--- src/rtl/rpn_stack.sv ---
// RPN operand stack that feeds an external combinational ALU: push, or pop two operands and push the result.
// Optional build macro RPN_DIV0_CHECK_EN rejects AC_DI/AC_RM operates whose top entry is zero.

`ifndef AC_N
`define AC_N  3
`define AC_AD 3'd0
`define AC_SB 3'd1
`define AC_MU 3'd2
`define AC_DI 3'd3
`define AC_RM 3'd4
`endif

module rpn_stack #(
    parameter int unsigned N     = 16,
    parameter int unsigned DEPTH = 8,
    localparam int unsigned DW   = $clog2(DEPTH + 1)
) (
    input  logic                  clk,
    input  logic                  rst,
    input  logic                  in_valid,
    output logic                  in_ready,
    input  logic                  in_op,
    input  logic signed [N-1:0]   in_data,
    input  logic [`AC_N-1:0]      in_cmd,
    input  logic                  clr_err,
    output logic signed [N-1:0]   alu_A,
    output logic signed [N-1:0]   alu_B,
    output logic [`AC_N-1:0]      alu_cmd,
    input  logic signed [N-1:0]   alu_C,
    output logic signed [N-1:0]   top,
    output logic [DW-1:0]         depth,
    output logic                  err,
    output logic [1:0]            err_code
);

    localparam int unsigned IW = $clog2(DEPTH);

    typedef enum logic {IDLE, EXEC} state_e;
    typedef enum logic [1:0] {
        ERR_NONE = 2'b00,
        ERR_UNF  = 2'b01,
        ERR_OVF  = 2'b10,
        ERR_DIV0 = 2'b11
    } err_e;

    state_e               state_q, state_d;
    logic [DW-1:0]        depth_q, depth_d;
    logic                 err_q, err_d;
    err_e                 code_q, code_d;
    logic signed [N-1:0]  a_q, a_d;
    logic signed [N-1:0]  b_q, b_d;
    logic [`AC_N-1:0]     cmd_q, cmd_d;
    logic signed [N-1:0]  stack_q [DEPTH];

    logic                 wr_en;
    logic [IW-1:0]        wr_idx;
    logic signed [N-1:0]  wr_data;
    err_e                 new_err;
    logic [IW-1:0]        idx_a;
    logic [IW-1:0]        idx_b;
    logic signed [N-1:0]  top_c;

    // Operand slots: A is second-from-top, B is top.
    assign idx_a = IW'(depth_q - DW'(2));
    assign idx_b = IW'(depth_q - DW'(1));
    assign top_c = (depth_q == '0) ? '0 : stack_q[idx_b];

    assign in_ready = (state_q == IDLE) && !rst;
    assign top      = top_c;
    assign depth    = depth_q;
    assign err      = err_q;
    assign err_code = code_q;
    assign alu_A    = a_q;
    assign alu_B    = b_q;
    assign alu_cmd  = cmd_q;

    // Next-state: request decode in IDLE, ALU write-back in EXEC, sticky error update.
    always_comb begin
        state_d = state_q;
        depth_d = depth_q;
        err_d   = err_q;
        code_d  = code_q;
        a_d     = a_q;
        b_d     = b_q;
        cmd_d   = cmd_q;
        wr_en   = 1'b0;
        wr_idx  = '0;
        wr_data = '0;
        new_err = ERR_NONE;

        if (clr_err) begin
            err_d  = 1'b0;
            code_d = ERR_NONE;
        end

        case (state_q)
            IDLE: begin
                if (in_valid) begin
                    if (!in_op) begin
                        if (depth_q < DW'(DEPTH)) begin
                            wr_en   = 1'b1;
                            wr_idx  = IW'(depth_q);
                            wr_data = in_data;
                            depth_d = depth_q + DW'(1);
                        end else begin
                            new_err = ERR_OVF;
                        end
                    end else if (depth_q < DW'(2)) begin
                        new_err = ERR_UNF;
                    end
`ifdef RPN_DIV0_CHECK_EN
                    else if (((in_cmd == `AC_DI) || (in_cmd == `AC_RM)) && (top_c == '0)) begin
                        new_err = ERR_DIV0;
                    end
`endif
                    else begin
                        a_d     = stack_q[idx_a];
                        b_d     = stack_q[idx_b];
                        cmd_d   = in_cmd;
                        state_d = EXEC;
                    end
                end
            end
            EXEC: begin
                wr_en   = 1'b1;
                wr_idx  = idx_a;
                wr_data = alu_C;
                depth_d = depth_q - DW'(1);
                state_d = IDLE;
            end
            default: state_d = IDLE;
        endcase

        // A new error takes precedence over a same-cycle clear.
        if (new_err != ERR_NONE) begin
            err_d  = 1'b1;
            code_d = new_err;
        end
    end

    always_ff @(posedge clk) begin
        if (rst) begin
            state_q <= IDLE;
            depth_q <= '0;
            err_q   <= 1'b0;
            code_q  <= ERR_NONE;
            a_q     <= '0;
            b_q     <= '0;
            cmd_q   <= '0;
        end else begin
            state_q <= state_d;
            depth_q <= depth_d;
            err_q   <= err_d;
            code_q  <= code_d;
            a_q     <= a_d;
            b_q     <= b_d;
            cmd_q   <= cmd_d;
        end
    end

    // Stack storage needs no reset; entries at or above depth are never read.
    always_ff @(posedge clk) begin
        if (wr_en && !rst) begin
            stack_q[wr_idx] <= wr_data;
        end
    end

endmodule

--- config.mk ---
export PLATFORM = sky130hd
export DESIGN_NAME = rpn_stack
export DESIGN_NICKNAME = d
export VERILOG_FILES = /design/src/rtl/rpn_stack.sv
export SDC_FILE = /design/constraint.sdc
export NUM_CORES = 1
export LEC_CHECK = 0
export BUFFER_PORTS_ARGS = -buffer_cell sky130_fd_sc_hd__clkbuf_2
export CORE_MARGIN = 2
export CORE_UTILIZATION = 45
export CTS_CLUSTER_DIAMETER = 30
export DETAILED_ROUTE_END_ITERATION = 12
export HOLD_SLACK_MARGIN = 0.12
export PLACE_DENSITY = 0.76
export RECOVER_POWER = 25
export SYNTH_ARGS = -nofsm -noshare
export SYNTH_HDL_FRONTEND = slang
export SYNTH_SLANG_ARGS = --single-unit
--- constraint.sdc ---
create_clock -name clk -period 3.1 [get_ports clk]
set_input_delay 0.155 -clock clk [delete_from_list [all_inputs] [get_ports clk]]
set_output_delay 0.155 -clock clk [all_outputs]
set_load 0.005 [all_outputs]
======== After elaboration in Yosys (flattened, before gate mapping) ========
Memories as Yosys holds them, arrays and structs flattened. A register that Yosys moved wholly into a read port is not among the register bits.
Index checks and enable logic that the tools add are counted.
storage, ports and cells
  register bits after elaboration ......... 27
  RAM bits ................................ 128
  bits of input ports ..................... 40
  word-level logic and storage cells ...... 57
  memories kept ........................... 1
cells by class
  add/sub/neg operators ................... 3
  $lt $le $gt $ge ......................... 2
  equal/unequal tests ..................... 3
  mux-type cells .......................... 32
  bitwise logic cells ..................... 2
  reductions and logical operators ........ 8
memories
  name     words  bits a word  rd ports  clocked after memory_dff  wr ports  line  source
  stack_q  8      16           2         1                         1         53    logic signed [N-1:0] stack_q [DEPTH];
operators with widths
  operator                                                                  number
  16-bit two-way mux                                                        4
  16-bit one-hot mux with 2 select lines                                    1
  2-bit two-way mux                                                         6
  4-bit two-way mux                                                         3
  1-bit two-way mux                                                         11
  3-bit two-way mux                                                         3
  4-bit one-hot mux with 2 select lines                                     1
  3-bit one-hot mux with 2 select lines                                     1
  4-bit by 1-bit adder with 4-bit output (second input constant)            1
  4-bit zero test                                                           1
  4-bit by 2-bit < comparator with 1-bit output (second input constant)     1
  4-bit < comparator (second input constant)                                1
  2-bit inequality test (second input constant)                             2
  1-bit one-hot mux with 2 select lines                                     2
  4-bit AND reduction                                                       1
  2-bit nonzero test                                                        2
  4-bit by 1-bit subtractor with 4-bit output (second input constant)       1
  3-bit AND reduction                                                       1
  3-bit by 2-bit subtractor with 3-bit output (second input constant)       1
  1-bit logical AND                                                         2
  2-bit by 1-bit inequality test with 1-bit output (second input constant)  1
  1-bit inverter                                                            2
  1-bit zero test                                                           1

======== Depth between registers and ports, before layout ========
Gate-level depths: netlist of the first run.
  depth in word-level cells ............... 8
  depth in mapped cells ................... 12
  mapped depth without buffers ............ 6

======== Least setup slack after synthesis of the first run ========
No wires, ideal clock.
  kind .................................... reg-to-reg
  start point ............................. register depth_q[1], in the netlist depth[1]
  end point ............................... memory stack_q[4][0] (enable)
  setup time .............................. 0.388 ns
  arrival ................................. 2.469 ns
  required time ........................... 2.712 ns
  slack ................................... 0.242 ns
  stages on the path, launching flop included .. 10
  clock period less this slack ............ 2.858 ns
  cell sequence ........................... dfxtp_1 -> buf_4 -> inv_1 -> clkbuf_1 -> ha_1 -> buf_2 -> buf_2 -> nor3_1 -> a21oi_1 -> nor2_1
between the ends
  longest elaborated chain between the ends .. 8
  elaborated cells between the ends (all ways) .. 13
  classes of those cells .................. 1 x add/sub; 1 x order compare; 10 x mux; 1 x reduce/logical
RTL lines
  item                                     line  source
  start: declaration                       47    logic [DW-1:0] depth_q, depth_d;
  start signal: assignment                 152   depth_q <= depth_d;
  4-bit < comparator                       100   if (depth_q < DW'(DEPTH)) begin
  1-bit two-way mux                        100
  1-bit two-way mux                        99    if (!in_op) begin
  1-bit two-way mux                        98    if (in_valid) begin
  1-bit one-hot mux with 2 select lines    96    case (state_q)
  1-bit logical AND                        163   if (wr_en && !rst) begin
  1-bit two-way mux                        163
  1-bit two-way mux (not written as such)  164   stack_q[wr_idx] <= wr_data;
  end: declaration                         53
Several ways; a longest one is shown, not always the timed one.

======== Worst setup path after layout of the first run ========
  start point ............................. register depth_q[1], in the netlist depth[1]
  end point ............................... output top[13]
between the ends
  longest elaborated chain between the ends .. 3
  elaborated cells between the ends (all ways) .. 4
  classes of those cells .................. 1 x add/sub; 1 x mux; 1 x reduce/logical; 1 x memory
RTL lines
  item                                         line  source
  4-bit by 1-bit subtractor with 4-bit output  n/a
  memory 8 x 16 bit                            n/a
  16-bit two-way mux *                         66    assign top_c = (depth_q == '0) ? '0 : stack_q[idx_b];
  end: declaration                             30    output logic signed [N-1:0] top,
Mark *: on every way between the ends. The rest lies on a longest branch, timed or not.

==> results of run 1 <==
## cells in the mapped netlist (2+ instances only)
library cell	instances	area, µm²
a311oi_2	11	165
and2_1	2	12.5
a21oi_1	8	40.0
nand2_1	74	278
a311oi_1	6	52.6
xnor2_1	3	26.3
mux4_2	32	721
edfxtp_1	128	3840
buf_8	2	30.0
clkbuf_1	13	48.8
buf_1	3	11.3
buf_2	23	115
nor2_1	48	180
o21ai_1	17	85.1
mux2i_1	64	641
ha_1	5	62.6
a211oi_1	3	22.5
nand3b_1	17	128
nor3_1	2	10.0
inv_1	5	18.8
dfxtp_1	43	861
o21ai_0	18	90.1
nand2b_1	2	12.5
nand4_1	17	106
buf_4	10	75.1
nand3_1	65	325
buf_6	5	56.3
## final cells by class
type / instances / area [µm²]
fill: 1463 / 8300
clock inverter: 15 / 196
sequential: 171 / 4710
multi-input combinational: 409 / 3140
inverter: 6 / 22.5
timing repair buffer: 144 / 823
tap: 229 / 287
clock buffer: 17 / 425
## tightest hold or removal path, cell delays in order
cell and delay (ns):
clkbuf_2 0.16, nand4_1 0.14, a21oi_1 0.06
## worst paths after layout
path | end | cells after the start
min | err_code[0] | 3
max reg2reg | stack_q[3][1] | 5
max | top[13] | 9
min reg2reg | alu_cmd[2] | 2
## layout by cell type, fill, tap and decap left out, types with 5 or more instances in the layout
cell type,n
edfxtp_1,128
clkbuf_2,81
nand2_1,74
nand3_1,65
mux2i_1,64
nor2_1,48
dfxtp_1,41
buf_4,33
mux4_2,32
clkbuf_1,24
o21ai_0,18
nand4_1,17
nand3b_1,17
o21ai_1,17
clkbuf_16,17
a311oi_2,11
a21oi_1,8
a311oi_1,6
inv_1,5
## per-layer routing
metal,share of wire [%],global-route usage (%),up-vias
li1,-,-,2641
met2,47,33.2,292
met1,42,28.4,2739
met3,8.6,4.18,38
met5,0,0,-
met4,2.2,7.87,0
## registers in the layout, summed over array words and instances, names as in the netlist
register	flops
alu_B	16
stack_q	128
state_q	1
err	1
depth	4
alu_A	16
alu_cmd	3
err_code	2
## per-stage QoR
step	instance area (µm²)	power (W)	cells
6_report	9600	0.00557	991
5_1_grt	9600	0.00574	991
4_1_cts	9660	0.00559	991
3_5_place_dp	9000	0.00340	955
3_3_place_gp	9000	0.00339	955
2_1_floorplan	8180	0.00315	643
## power groups by stage
stage               registers [W]  logic (W)  clock network (W)
global placement          0.00255   0.000836                  0
global route              0.00251   0.000916            0.00232
finish                    0.00251   0.000850            0.00222
floorplan                 0.00255   0.000599                  0
CTS                       0.00251   0.000854            0.00223
detailed placement        0.00255   0.000843                  0
## cell families (layout without fill, tap and decap cells)
logic type                 after synthesis  count (layout)  share of synthesized area (%)
and+or+nand+nor                        235             235                           13.8
DFF                                    171             171                           57.5
muxes                                   96              96                           16.6
AOI/OAI and AO/OA                       69              69                           6.38
buffers and inverters                   63             182                           4.48
adders and majority gates                5               5                          0.765
xor gates and xnor gates                 4               4                          0.428
## timing repair
item                       4_1_cts  5_1_grt
buffers inserted                 0        0
hold endpoints to repair         6        0
setup endpoints to repair        0        0
hold buffers                     4        0
==> flow_summary.ini, run 1 <==
[timing]
tns_ns = 0
finalSetupViolations = 0
fmax_ghz = 0.356
final_hold_viol_count = 0
rsz0062_at_grt = no
tightest_slew_ns = 1.52
whs_ns = 0.146
worst_slack_ns = 0.289
slew_headroom_pct = -1.62
slew_violations = 27
min_period_ns = 2.81
timing.final.crit_share_pct = 90.7
fin_skew_ns = 0.00792

[clock_network]
postCtsResizedCells = 0
clk_pin_slew_ns = 0.06
htreeDepth = 4
worstSkewPairLatency_ns = 0.43
cts_tree = built
cts_inserted_buffers = 17
clockRootBuffer = clkbuf_16
clock_sinks = 171
clockBufferDepth = 2

[synth]
avgSynthCellArea_um2 = 12.7
ys_seq_area_share_pct = 57.5
ys_ff_latch = 171
synth_area_um2 = 8180
async_flop_share_pct = 0
yosys_warnings = 0
yosysUniqueCellTypes = 44
synth_cells = 643
syn_nets = 688
ys.flop_type = edfxtp_1
synth_edf_count = 128

[power_and_ir_drop]
power_frac_seq_pct = 45.0
powerDensity_nw_per_um2 = 581
p_comb_share_pct = 15.2
switchingPower_w = 0.00139
p_sw_share_pct = 25.0
pwr-share-clk_pct = 39.8
power_leakage_nw = 3.34
ir_drop_uv = 394
intPower_w = 0.00418

[drt]
first_iter_violations = 536
drc = 0
vias = 5710
avgRoutedWirePerCell_um = 20.1
routed_via_density = 5.76
wl_um = 19900
ant_nets = 0
detail_route.first_pass.iterations = 5

[flow_run]
drv_cap = 1

[placed_design]
preCtsSetupSlack_ns = 0.772
hpwlAfterDp_um = 13200
port_buffers = 98
place_congestion = 0.829

[critical_path]
reg2reg_setup_slack_ns = 0.38
crit_path_cell_trace = inv_1 > buf_4 > ha_4 > buf_12 > mux2i_1 > nand3_1 > nand4_1 > nor2_1 > clkbuf_2
max_stage_delay_ns = 0.57
crit_fanout = 26
worst_path_dominant_cell_family = buffers and inverters
worst_path_max_delay_cell = ha_4
cp-startpoint = depth[1]
start_kind = register
critical_path_class = register to output port
worstReg2RegStart = depth[1]
worst-path-buf-inv = 4
crit_arrival_ns = 2.66
end_kind = output port
critical_path_required_ns = 2.94

[floorplan]
start_util_pct = 45.7
design.die.area_um2 = 19300
die_h_um = 139
io-pin-count = 99
core_area_um2 = 17900
die_x_um = 139
rows = 49

[outcome]
outcome = finished, violations left
violations = max-capacitance violations, max-slew violations

[global_route]
grt_pass1_wl_um = 30800
overflow = 0
grt_usage_pct = 20.8
grt_start_max_net_pins = 47
antenna_found_initial = 0
first_global_vias = 5451

[cells_and_area]
fin_util_pct = 53.6
area_delta_synth_final_pct = 17.3
drive_above_1_share_pct = 26.4
insertedDiodeCount = 0
nNetsFinal = 794

[worst_hold_path]
worstHoldStart = in_op
min_path_type = input port to register
Note: power is estimated with default switching activity, not from simulation.
==> run 2: changes to the inputs <==
--- a/constraint.sdc
+++ b/constraint.sdc
@@ -3,2 +3,2 @@
 set_output_delay 0.155 -clock clk [all_outputs]
-set_load 0.005 [all_outputs]
+set_load 0.05 [all_outputs]
==> run 2 against run 1 <==
Against the previous run:
- the run now ends clean
- critical endpoint is now top[4]
- clock power hardly changed
- final cell count is 0.20% lower
- critical path type unchanged
- via count is 0.35% higher
- sequential cell count stayed put
- largest power group unchanged
- combinational power is 38% higher
- wire length is 4.0% higher
- final area is 2.0% higher
- power is 5.2% higher
==> flow_summary.ini, run 2 (same netlist as run 1, synthesis figures left out) <==
[cells_and_area]
regMostFlops = stack_q
largest_reg_flops = 128
fin_util_pct = 54.7
fillers = 1464
area_delta_synth_final_pct = 19.6
regArea_um2 = 4710
fin_cells = 989
mostFrequentLayoutCells = 128 x edfxtp_1, 74 x nand2_1, 65 x nand3_1
nNetsFinal = 792
insertedDiodeCount = 0
final_common_cell = edfxtp_1
drive_above_1_share_pct = 24.3
multi_input_area_um2 = 3190

[floorplan]
die_h_um = 139
design.die.area_um2 = 19300
start_util_pct = 45.7
rows = 49
io-pin-count = 99
die_x_um = 139
core_area_um2 = 17900

[critical_path]
crit_arrival_ns = 2.69
end_kind = output port
cp.depth = 8
start_kind = register
worst_path_max_delay_cell = ha_4
worst_path_dominant_cell_family = adder cells
critical_path_required_ns = 2.94
crit_path_cell_trace = inv_1 > ha_4 > buf_12 > mux2i_1 > nand3_1 > nand4_1 > nor2_2 > buf_12
worst-path-buf-inv = 3
critical_path_class = register to output port
crit_fanout = 37
crit_top_cell = buf_12
r2r_cells = 4
max_stage_delay_ns = 0.68

[timing]
fin_skew_ns = 0.00812
tightest_slew_ns = 1.02
fmax_ghz = 0.352
min_period_ns = 2.84
slew_headroom_pct = 32.1
whs_ns = 0.149
final_hold_viol_count = 0
finalSetupViolations = 0
timing.final.crit_share_pct = 91.6
slew_violations = 0
rsz0062_at_grt = no

[worst_hold_path]
min_path_type = input port to register
min_delay_path_depth = 3

[placed_design]
dp.cells = 952
place_congestion = 0.867
hpwlAfterDp_um = 13600
port_buffers = 98

[clock_network]
cts_tree = built
clock_sinks = 171
cts_inserted_buffers = 17
htreeDepth = 4
cts_setup_buffers = 0
clk_pin_slew_ns = 0.07
worstSkewPairLatency_ns = 0.43
clockRootBuffer = clkbuf_16
clockBufferDepth = 2

[outcome]
outcome = finished, final reports clean

[power_and_ir_drop]
powerDensity_nw_per_um2 = 599
total_power_w = 0.00586
ir_drop_uv = 419
power_leakage_nw = 3.29

[drt]
avgRoutedWirePerCell_um = 20.9
detail_route.first_pass.iterations = 5
first_iter_violations = 478
drc = 0
ant_nets = 0
wl_um = 20700
routed_via_density = 5.79
vias = 5730

[global_route]
grt_usage_pct = 21.9
antenna_found_initial = 0
overflow = 0
grt_pass1_wl_um = 32500
grt_start_max_net_pins = 71
first_global_vias = 5667

[flow_run]
drv_cap = 0
-- run 2: cell count changes in the layout (fill, tap and decap cells not counted), moves of 2 or more --
cell	delta
buf_12	+13
nor2_1	-16
nor2_2	+16
clkinv_2	-2
clkbuf_1	+26
inv_6	-2
clkinvlp_4	-2
clkinv_1	+4
buf_4	-3
clkbuf_2	-38
-- run 2: repair_timing --
action	CTS	global route
endpoints found under the hold margin	8	0
gates resized for setup	0	0
hold buffers	5	0
-- run 2: per-layer routing --
layer | routed length, µm | track usage, % | share of wire, % | up-vias
met2 | 9980 | 35.3 | 48 | 277
met3 | 1710 | 5.87 | 8.3 | 27
met1 | 8640 | 29.0 | 42 | 2798
met5 | 0 | 0 | 0 | -
met4 | 393 | 7.18 | 1.9 | 0
li1 | - | - | - | 2628
-- run 2: tightest hold or removal path, delay by kind of cell --
| family | cells | cell delay (ns) |
|---|---|---|
| buffers and inverters | 1 | 0.17 |
| and+or+nand+nor | 1 | 0.14 |
| AOI/OAI and AO/OA | 1 | 0.06 |
-- run 2: layout make-up --
class	count	area share [%]
multi-input cells	409	32.6
well taps	229	2.93
flip-flops and latches	171	48.1
clock inverters	14	1.82
inverters	6	0.230
clock buffers	18	4.39
repair buffers	142	9.96
-- run 2: power breakdown --
part,switching [W],total (W),internal (W)
combinational,0.000724,0.00117,0.000446
sequential,0.0000174,0.00250,0.00249
clock,0.000855,0.00219,0.00133
total,0.00160,0.00586,0.00427
-- run 2: stage by stage --
step / worst slack, ns / setup TNS, ns / cell area, µm²
floorplan: -0.0731 / -8.50 / 8220
finish: 0.260 / 0 / 9790
CTS: 0.257 / 0 / 9870
detailed placement: 0.743 / 0 / 9210
global placement: 0.797 / 0 / 9210
global route: 0.127 / 0 / 9790
-- run 2: final timing paths --
| path | slack, ns | from | to |
|---|---|---|---|
| min | 0.15 | in_op | err_code[0] |
| max | 0.26 | depth[1] | top[4] |
| min reg2reg | 0.45 | err | err |
| max reg2reg | 0.64 | depth[3] | stack_q[4][5] |
